==> config.mk <==
export PLATFORM = sky130hd
export DESIGN_NAME = psum_accum
export DESIGN_NICKNAME = d
export VERILOG_FILES = /design/src/rtl/cu33_pkg.sv /design/src/rtl/sync_fifo.sv /design/src/rtl/psum_accum.sv
export SDC_FILE = /design/constraint.sdc
export NUM_CORES = 1
export LEC_CHECK = 0
export ABC_AREA = 1
export ABC_CLOCK_PERIOD_IN_PS = 6100
export CORE_ASPECT_RATIO = 1.75
export CORE_MARGIN = 2
export CORE_UTILIZATION = 60
export DETAILED_ROUTE_END_ITERATION = 6
export PLACE_DENSITY = 0.78
export SETUP_SLACK_MARGIN = 0.15
export SYNTH_ARGS = -nofsm -noshare
export SYNTH_HDL_FRONTEND = slang
export SYNTH_SLANG_ARGS = --single-unit
==> constraint.sdc <==
create_clock -name clk -period 6.1 [get_ports clk]
set_clock_uncertainty 0.1 [all_clocks]
set_input_delay 1.525 -clock clk [delete_from_list [all_inputs] [get_ports clk]]
set_output_delay 1.525 -clock clk [all_outputs]
set_load 0.05 [all_outputs]
==> src/rtl/cu33_pkg.sv <==
// Shared types for the conv unit: PE product/partial-sum widths, accumulator and
// requantized output types, and the accumulator FSM encoding.
package cu33_pkg;

  localparam int unsigned MULT_W = 16;
  localparam int unsigned PSUM_W = 25;
  localparam int unsigned ACC_W  = 32;
  localparam int unsigned OUT_W  = 8;

  typedef logic signed [MULT_W-1:0] mult_t;
  typedef logic signed [PSUM_W-1:0] psum_t;
  typedef logic signed [ACC_W-1:0]  acc_t;
  typedef logic signed [OUT_W-1:0]  q_t;

  typedef enum logic [0:0] {
    StIdle  = 1'b0,
    StAccum = 1'b1
  } accum_state_e;

endpackage

==> src/rtl/sync_fifo.sv <==
// Single-clock FIFO with occupancy count. A write while full is only accepted
// when a read frees a slot in the same cycle; a read while empty is ignored.
module sync_fifo #(
  parameter int unsigned WIDTH = 8,
  parameter int unsigned DEPTH = 4,
  localparam int unsigned AW   = $clog2(DEPTH),
  localparam int unsigned CW   = AW + 1
) (
  input  logic             clk,
  input  logic             rst,
  input  logic             wr_en,
  input  logic [WIDTH-1:0] wr_data,
  input  logic             rd_en,
  output logic [WIDTH-1:0] rd_data,
  output logic             full,
  output logic             empty,
  output logic [CW-1:0]    count
);

  logic [WIDTH-1:0] mem_q [DEPTH];
  logic [AW-1:0]    wr_ptr_q, rd_ptr_q;
  logic [CW-1:0]    cnt_q;
  logic             do_wr, do_rd;

  assign full    = (cnt_q == CW'(DEPTH));
  assign empty   = (cnt_q == '0);
  assign count   = cnt_q;
  assign rd_data = mem_q[rd_ptr_q];
  assign do_rd   = rd_en & ~empty;
  assign do_wr   = wr_en & (~full | do_rd);

  always_ff @(posedge clk) begin
    if (do_wr) begin
      mem_q[wr_ptr_q] <= wr_data;
    end
  end

  always_ff @(posedge clk) begin
    if (rst) begin
      wr_ptr_q <= '0;
      rd_ptr_q <= '0;
      cnt_q    <= '0;
    end else begin
      if (do_wr) begin
        wr_ptr_q <= wr_ptr_q + AW'(1);
      end
      if (do_rd) begin
        rd_ptr_q <= rd_ptr_q + AW'(1);
      end
      case ({do_wr, do_rd})
        2'b10:   cnt_q <= cnt_q + CW'(1);
        2'b01:   cnt_q <= cnt_q - CW'(1);
        default: cnt_q <= cnt_q;
      endcase
    end
  end

endmodule

==> src/rtl/psum_accum.sv <==
// Accumulates PE partial sums over a first..last channel group, requantizes the
// total to a narrow signed value and buffers {total, q} in an output FIFO.
module psum_accum #(
  parameter int unsigned PSUM_W     = cu33_pkg::PSUM_W,
  parameter int unsigned ACC_W      = cu33_pkg::ACC_W,
  parameter int unsigned OUT_W      = cu33_pkg::OUT_W,
  parameter int unsigned FIFO_DEPTH = 4,
  localparam int unsigned CNT_W     = $clog2(FIFO_DEPTH) + 1
) (
  input  logic                    clk,
  input  logic                    rst,
  input  logic                    in_vld,
  input  logic                    in_first,
  input  logic                    in_last,
  input  logic signed [PSUM_W-1:0] psum_in,
  input  logic [4:0]              cfg_shift,
  output logic                    out_vld,
  input  logic                    out_rdy,
  output logic signed [ACC_W-1:0] out_acc,
  output logic signed [OUT_W-1:0] out_q,
  output logic [CNT_W-1:0]        fifo_cnt,
  output logic                    busy,
  input  logic                    err_clr,
  output logic                    err_proto,
  output logic                    err_sat,
  output logic                    err_drop
);

  import cu33_pkg::*;

  localparam int unsigned RES_W = ACC_W + OUT_W;
  localparam logic signed [ACC_W-1:0] ACC_MAX = {1'b0, {(ACC_W-1){1'b1}}};
  localparam logic signed [ACC_W-1:0] ACC_MIN = ~ACC_MAX;
  localparam logic signed [ACC_W:0]   Q_MAX   = (ACC_W+1)'((1 << (OUT_W-1)) - 1);
  localparam logic signed [ACC_W:0]   Q_MIN   = ~Q_MAX;

  accum_state_e state_q, state_d;

  logic signed [ACC_W-1:0] acc_q, acc_d;
  logic signed [ACC_W-1:0] psum_ext, sum_sat;
  logic signed [ACC_W:0]   sum_wide;
  logic                    sum_ovf;

  logic                    res_vld_q, res_vld_d;
  logic signed [ACC_W-1:0] res_q, res_d;

  logic signed [ACC_W:0]   rnd_bias, rnd_sum, rnd_shr;
  logic signed [OUT_W-1:0] q_next;
  logic                    rq_vld_q;
  logic signed [ACC_W-1:0] rq_acc_q;
  logic signed [OUT_W-1:0] rq_q_q;

  logic [RES_W-1:0]        fifo_wdata, fifo_rdata, hold_q;
  logic                    fifo_full, fifo_empty, pop;

  logic                    proto_hit, sat_hit, drop_hit;
  logic                    err_proto_q, err_sat_q, err_drop_q;

  // Accumulate one bit wider so overflow shows up as a sign mismatch.
  assign psum_ext = ACC_W'(psum_in);
  assign sum_wide = {acc_q[ACC_W-1], acc_q} + {psum_ext[ACC_W-1], psum_ext};
  assign sum_ovf  = sum_wide[ACC_W] ^ sum_wide[ACC_W-1];
  assign sum_sat  = sum_ovf ? (sum_wide[ACC_W] ? ACC_MIN : ACC_MAX) : sum_wide[ACC_W-1:0];

  always_comb begin
    state_d   = state_q;
    acc_d     = acc_q;
    res_vld_d = 1'b0;
    res_d     = res_q;
    proto_hit = 1'b0;
    sat_hit   = 1'b0;
    if (in_vld) begin
      case (state_q)
        StIdle: begin
          if (!in_first) begin
            proto_hit = 1'b1;
          end
        end
        StAccum: begin
          if (in_first) begin
            proto_hit = 1'b1;
          end else begin
            acc_d   = sum_sat;
            sat_hit = sum_ovf;
            if (in_last) begin
              res_vld_d = 1'b1;
              res_d     = sum_sat;
              state_d   = StIdle;
            end
          end
        end
        default: state_d = StIdle;
      endcase
      // A first always opens a fresh group, abandoning any partial one.
      if (in_first) begin
        acc_d = psum_ext;
        if (in_last) begin
          res_vld_d = 1'b1;
          res_d     = psum_ext;
          state_d   = StIdle;
        end else begin
          state_d = StAccum;
        end
      end
    end
  end

  // Round half up, then arithmetic shift and clip to the output range.
  always_comb begin
    rnd_bias = '0;
    if (cfg_shift != 5'd0) begin
      rnd_bias = (ACC_W+1)'(1) << (cfg_shift - 5'd1);
    end
    rnd_sum = {res_q[ACC_W-1], res_q} + rnd_bias;
    rnd_shr = rnd_sum >>> cfg_shift;
    if (rnd_shr > Q_MAX) begin
      q_next = Q_MAX[OUT_W-1:0];
    end else if (rnd_shr < Q_MIN) begin
      q_next = Q_MIN[OUT_W-1:0];
    end else begin
      q_next = rnd_shr[OUT_W-1:0];
    end
  end

  assign fifo_wdata = {rq_acc_q, rq_q_q};
  assign pop        = out_vld & out_rdy;
  assign drop_hit   = rq_vld_q & fifo_full & ~pop;

  sync_fifo #(
    .WIDTH (RES_W),
    .DEPTH (FIFO_DEPTH)
  ) u_fifo (
    .clk     (clk),
    .rst     (rst),
    .wr_en   (rq_vld_q),
    .wr_data (fifo_wdata),
    .rd_en   (pop),
    .rd_data (fifo_rdata),
    .full    (fifo_full),
    .empty   (fifo_empty),
    .count   (fifo_cnt)
  );

  always_ff @(posedge clk) begin
    if (rst) begin
      state_q     <= StIdle;
      acc_q       <= '0;
      res_vld_q   <= 1'b0;
      res_q       <= '0;
      rq_vld_q    <= 1'b0;
      rq_acc_q    <= '0;
      rq_q_q      <= '0;
      hold_q      <= '0;
      err_proto_q <= 1'b0;
      err_sat_q   <= 1'b0;
      err_drop_q  <= 1'b0;
    end else begin
      state_q   <= state_d;
      acc_q     <= acc_d;
      res_vld_q <= res_vld_d;
      res_q     <= res_d;
      rq_vld_q  <= res_vld_q;
      if (res_vld_q) begin
        rq_acc_q <= res_q;
        rq_q_q   <= q_next;
      end
      if (pop) begin
        hold_q <= fifo_rdata;
      end
      err_proto_q <= (err_proto_q & ~err_clr) | proto_hit;
      err_sat_q   <= (err_sat_q & ~err_clr) | sat_hit;
      err_drop_q  <= (err_drop_q & ~err_clr) | drop_hit;
    end
  end

  // Once drained, the outputs keep showing the last entry consumed.
  assign out_vld            = ~fifo_empty;
  assign {out_acc, out_q}   = fifo_empty ? hold_q : fifo_rdata;
  assign busy               = (state_q == StAccum);
  assign err_proto          = err_proto_q;
  assign err_sat            = err_sat_q;
  assign err_drop           = err_drop_q;

endmodule
==> impl_metrics.tcl <==
set metrics [dict create \
    chip_width_um 141 \
    worstHoldPathType "reg2reg" \
    synthFlopType "sky130_fd_sc_hd__edfxtp_1" \
    clkTransAtPathRegs_ps 70 \
    design.die.area_um2 34300 \
    cts_sinks 319 \
    netlist-cell-type-count 57 \
    pin_count_of_the_biggest_net_entering_global_routing 82 \
    power.static_leakage_nw 9.95 \
    synth_top_cell_area_share_pct 24.4 \
    relSlewSlack_pct 23.5 \
    grt_overflow 0 \
    critical_path_class "in2reg" \
    antenna_violations_before_repair 2 \
    maxCapViolCount 0 \
    n_fill_cell 2612 \
    cts_max_path_buffers 3 \
    arrival_ps 5930 \
    core_um2 32200 \
    synth_nets 2812 \
    netlist_top_cells_count "sky130_fd_sc_hd__nand2_1, sky130_fd_sc_hd__nor2_1, sky130_fd_sc_hd__nand3_1" \
    final_hold_viol_count 0 \
    grtUsageTotal_pct 41.6 \
    tritoncts.num_buffers 26 \
    final_core_utilization_pct 69.6 \
    dp_worst_setup_slack_ps -328 \
    critical_path_peak_fanout 7 \
    drt_pre_antenna_iters 7 \
    initial_core_util_pct 61.0 \
    drv_slew 0 \
    critical_path.most_common_cell "sky130_fd_sc_hd__nand2_1" \
    fin_crit_sh_pct 91.9 \
    worst_slew_pin_slew_ps 1150 \
    failed_checks "DRC" \
    multiInputGateArea_um2 10200 \
    critPathSlowestCell "sky130_fd_sc_hd__clkdlybuf4s50_1" \
    finalWorstSetupSlack_ps 493 \
    place_congestion 1.18 \
    synth_edf_count 160 \
    worst_ir_drop_vdd_uv 226 \
    detailed_place_hpwl_um 53200 \
    tritoncts_clock_tree "built" \
    post-synth-top-count-cell "sky130_fd_sc_hd__nand2_1" \
    rsz0062_at_grt "no" \
    io_buf_count 84 \
    crit_path_end_kind "flop" \
    yosys-top-cells-area "sky130_fd_sc_hd__edfxtp_1, sky130_fd_sc_hd__dfxtp_1, sky130_fd_sc_hd__nand2_1" \
    wl_per_cell_um 22.3 \
    totalWireLength_um 72200 \
    cts_hold_buf 0 \
    wire_length_of_the_first_global_routing_pass_um 110000 \
    synth_area_um2 19700 \
    final_period_minus_worst_setup_slack_ps 5610 \
    synthesis.instances 2702 \
    synthesis.area_per_instance_um2 7.28 \
    cell_taking_the_most_area_after_synthesis "sky130_fd_sc_hd__edfxtp_1" \
    total_drc_errors_in_the_routed_layout 3 \
    grt_pass1_vias 19800 \
    asyncSetResetFlopFracSynth_pct 0 \
    power_density_nw_per_um2 294 \
    avgViaCountPerCell 6.24 \
    yosysWarningCount 0 \
    final_cell_area_um2 22400 \
    register_area_um2 7990 \
    ys_ff_latch 319 \
    yosysSeqAreaShare_pct 40.6 \
    net_total_in_the_final_layout 2928 \
    fmaxAchievable_mhz 178 \
    setup_violations 0 \
    clockRootBuffer "sky130_fd_sc_hd__clkbuf_16" \
    drtAntennaViolNets 0 \
    inst_count_dp 3187 \
    worstSkewPairLatency_ps 550 \
    cts_h_tree_lvls 1 \
    place_area_um2 21500 \
    design.portCount 85 \
    crit_path_start_kind "primary input" \
    fp-row-count 87 \
    detailedRoute.firstIterationViolations 2290 \
    detailroute.via_count 20200 \
    floorplan.die.height_um 243 \
    outcome "finished with violations" \
    cpPeakStageDelay_ps 450 \
    drive_gt1_share_pct 10.0 \
    area_delta_synth_final_pct 14.1 \
    required_time_at_the_worst_slack_endpoint_ps 6430 \
    count_of_placed_standard_cells_in_the_final_layout_fillers_left_out 3239 \
]
[cells by family after synthesis]
logic type | after synthesis | share of synthesized area, %
xor gates and xnor gates | 40 | 1.90
muxes | 1 | 0.0509
and+or+nand+nor | 1293 | 28.4
AOI/OAI and AO/OA | 587 | 16.5
adders and majority gates | 73 | 4.76
buffers and inverters | 388 | 7.71
DFF | 319 | 40.6
other | 1 | 0.0191
[final timing paths]
kind                                      from                           end  slack [ps]  cells past startpoint
setup / recovery                  cfg_shift[1]        rq_q_q[5]$_SDFFE_PP0P_         490                     33
hold / removal          acc_q[19]$_SDFFE_PP0P_        acc_q[19]$_SDFFE_PP0P_         380                      2
hold reg to reg         acc_q[19]$_SDFFE_PP0P_        acc_q[19]$_SDFFE_PP0P_         380                      2
setup reg to reg  u_fifo.count[0]$_SDFFE_PP0P_  u_fifo.mem_q[0][9]$_DFFE_PP_        1870                      8
[cell type report]
cell class / count / area share [%]
Clock buffer: 38 / 3.38
Tap cell: 400 / 2.23
Multi-Input combinational cell: 1995 / 45.5
Timing Repair Buffer: 221 / 8.36
Sequential cell: 319 / 35.6
Antenna cell: 1 / 0.0112
Inverter: 255 / 4.27
Clock inverter: 10 / 0.625
[repair_timing]
item / CTS / global route
setup endpoints to repair: 0 / 7
resized for setup: 0 / 8
setup buffers: 0 / 3
[sequential cells by signal, summed over array words and instances, names as in the netlist, named ones only]
signal           cells
u_fifo.mem_q       160
hold_q              40
acc_q               32
res_q               32
rq_acc_q            32
rq_q_q               8
u_fifo.count         3
u_fifo.rd_ptr_q      2
u_fifo.wr_ptr_q      2
busy                 1
err_drop             1
err_proto            1
err_sat              1
res_vld_q            1
rq_vld_q             1
[where the power goes]
part           internal, mW  switching, mW  total (mW)
combinational         0.710           1.65        2.36
clock                 0.998          0.780        1.78
sequential             2.35         0.0938        2.45
total                  4.06           2.53        6.59
[critical path, delay by kind of cell]
family | cells | cell delay, ps
adders and majority gates | 1 | 260
buffers and inverters | 6 | 1100
and+or+nand+nor | 26 | 3020
[stage by stage]
| step | power (mW) | setup TNS [ps] | hold WS [ps] |
|---|---|---|---|
| final | 6.59 | 0 | 376 |
| after global routing | 6.81 | 0 | 393 |
| after floorplan | 4.03 | 0 | 349 |
| after global placement | 4.72 | -2180 | 356 |
| after CTS | 6.53 | 0 | 373 |
| after detailed placement | 4.78 | -2230 | 362 |
[cell usage in the layout (no fill, tap or decap), drive strengths merged, types with 2 or more instances in the layout]
| master | instances |
|---|---|
| a211oi | 2 |
| a21o | 3 |
| a21oi | 211 |
| a221oi | 5 |
| a2bb2oi | 10 |
| a31oi | 7 |
| and2 | 2 |
| buf | 137 |
| bufinv | 3 |
| clkbuf | 38 |
| clkdlybuf4s50 | 83 |
| clkinv | 9 |
| clkinvlp | 2 |
| dfxtp | 159 |
| edfxtp | 160 |
| fa | 3 |
| ha | 70 |
| inv | 251 |
| nand2 | 612 |
| nand3 | 280 |
| nand3b | 9 |
| nand4 | 12 |
| nor2 | 366 |
| nor3 | 3 |
| nor4 | 4 |
| o211ai | 32 |
| o21ai | 255 |
| o21bai | 4 |
| o221ai | 8 |
| o22ai | 45 |
| or2 | 4 |
| xnor2 | 16 |
| xor2 | 24 |
[per-layer routing]
metal  routed length (µm)  track usage (%)  up-vias  part of all wire [%]
met5                   10                0        -                 0.014
met4                 8430             37.2        2                    12
met3                 5230             6.78      445                   7.2
met2                35800             74.1     1188                    50
met1                22700             40.7     9257                    31
li1                     -                -     9308                     -
(Power assumes the default switching activity.)
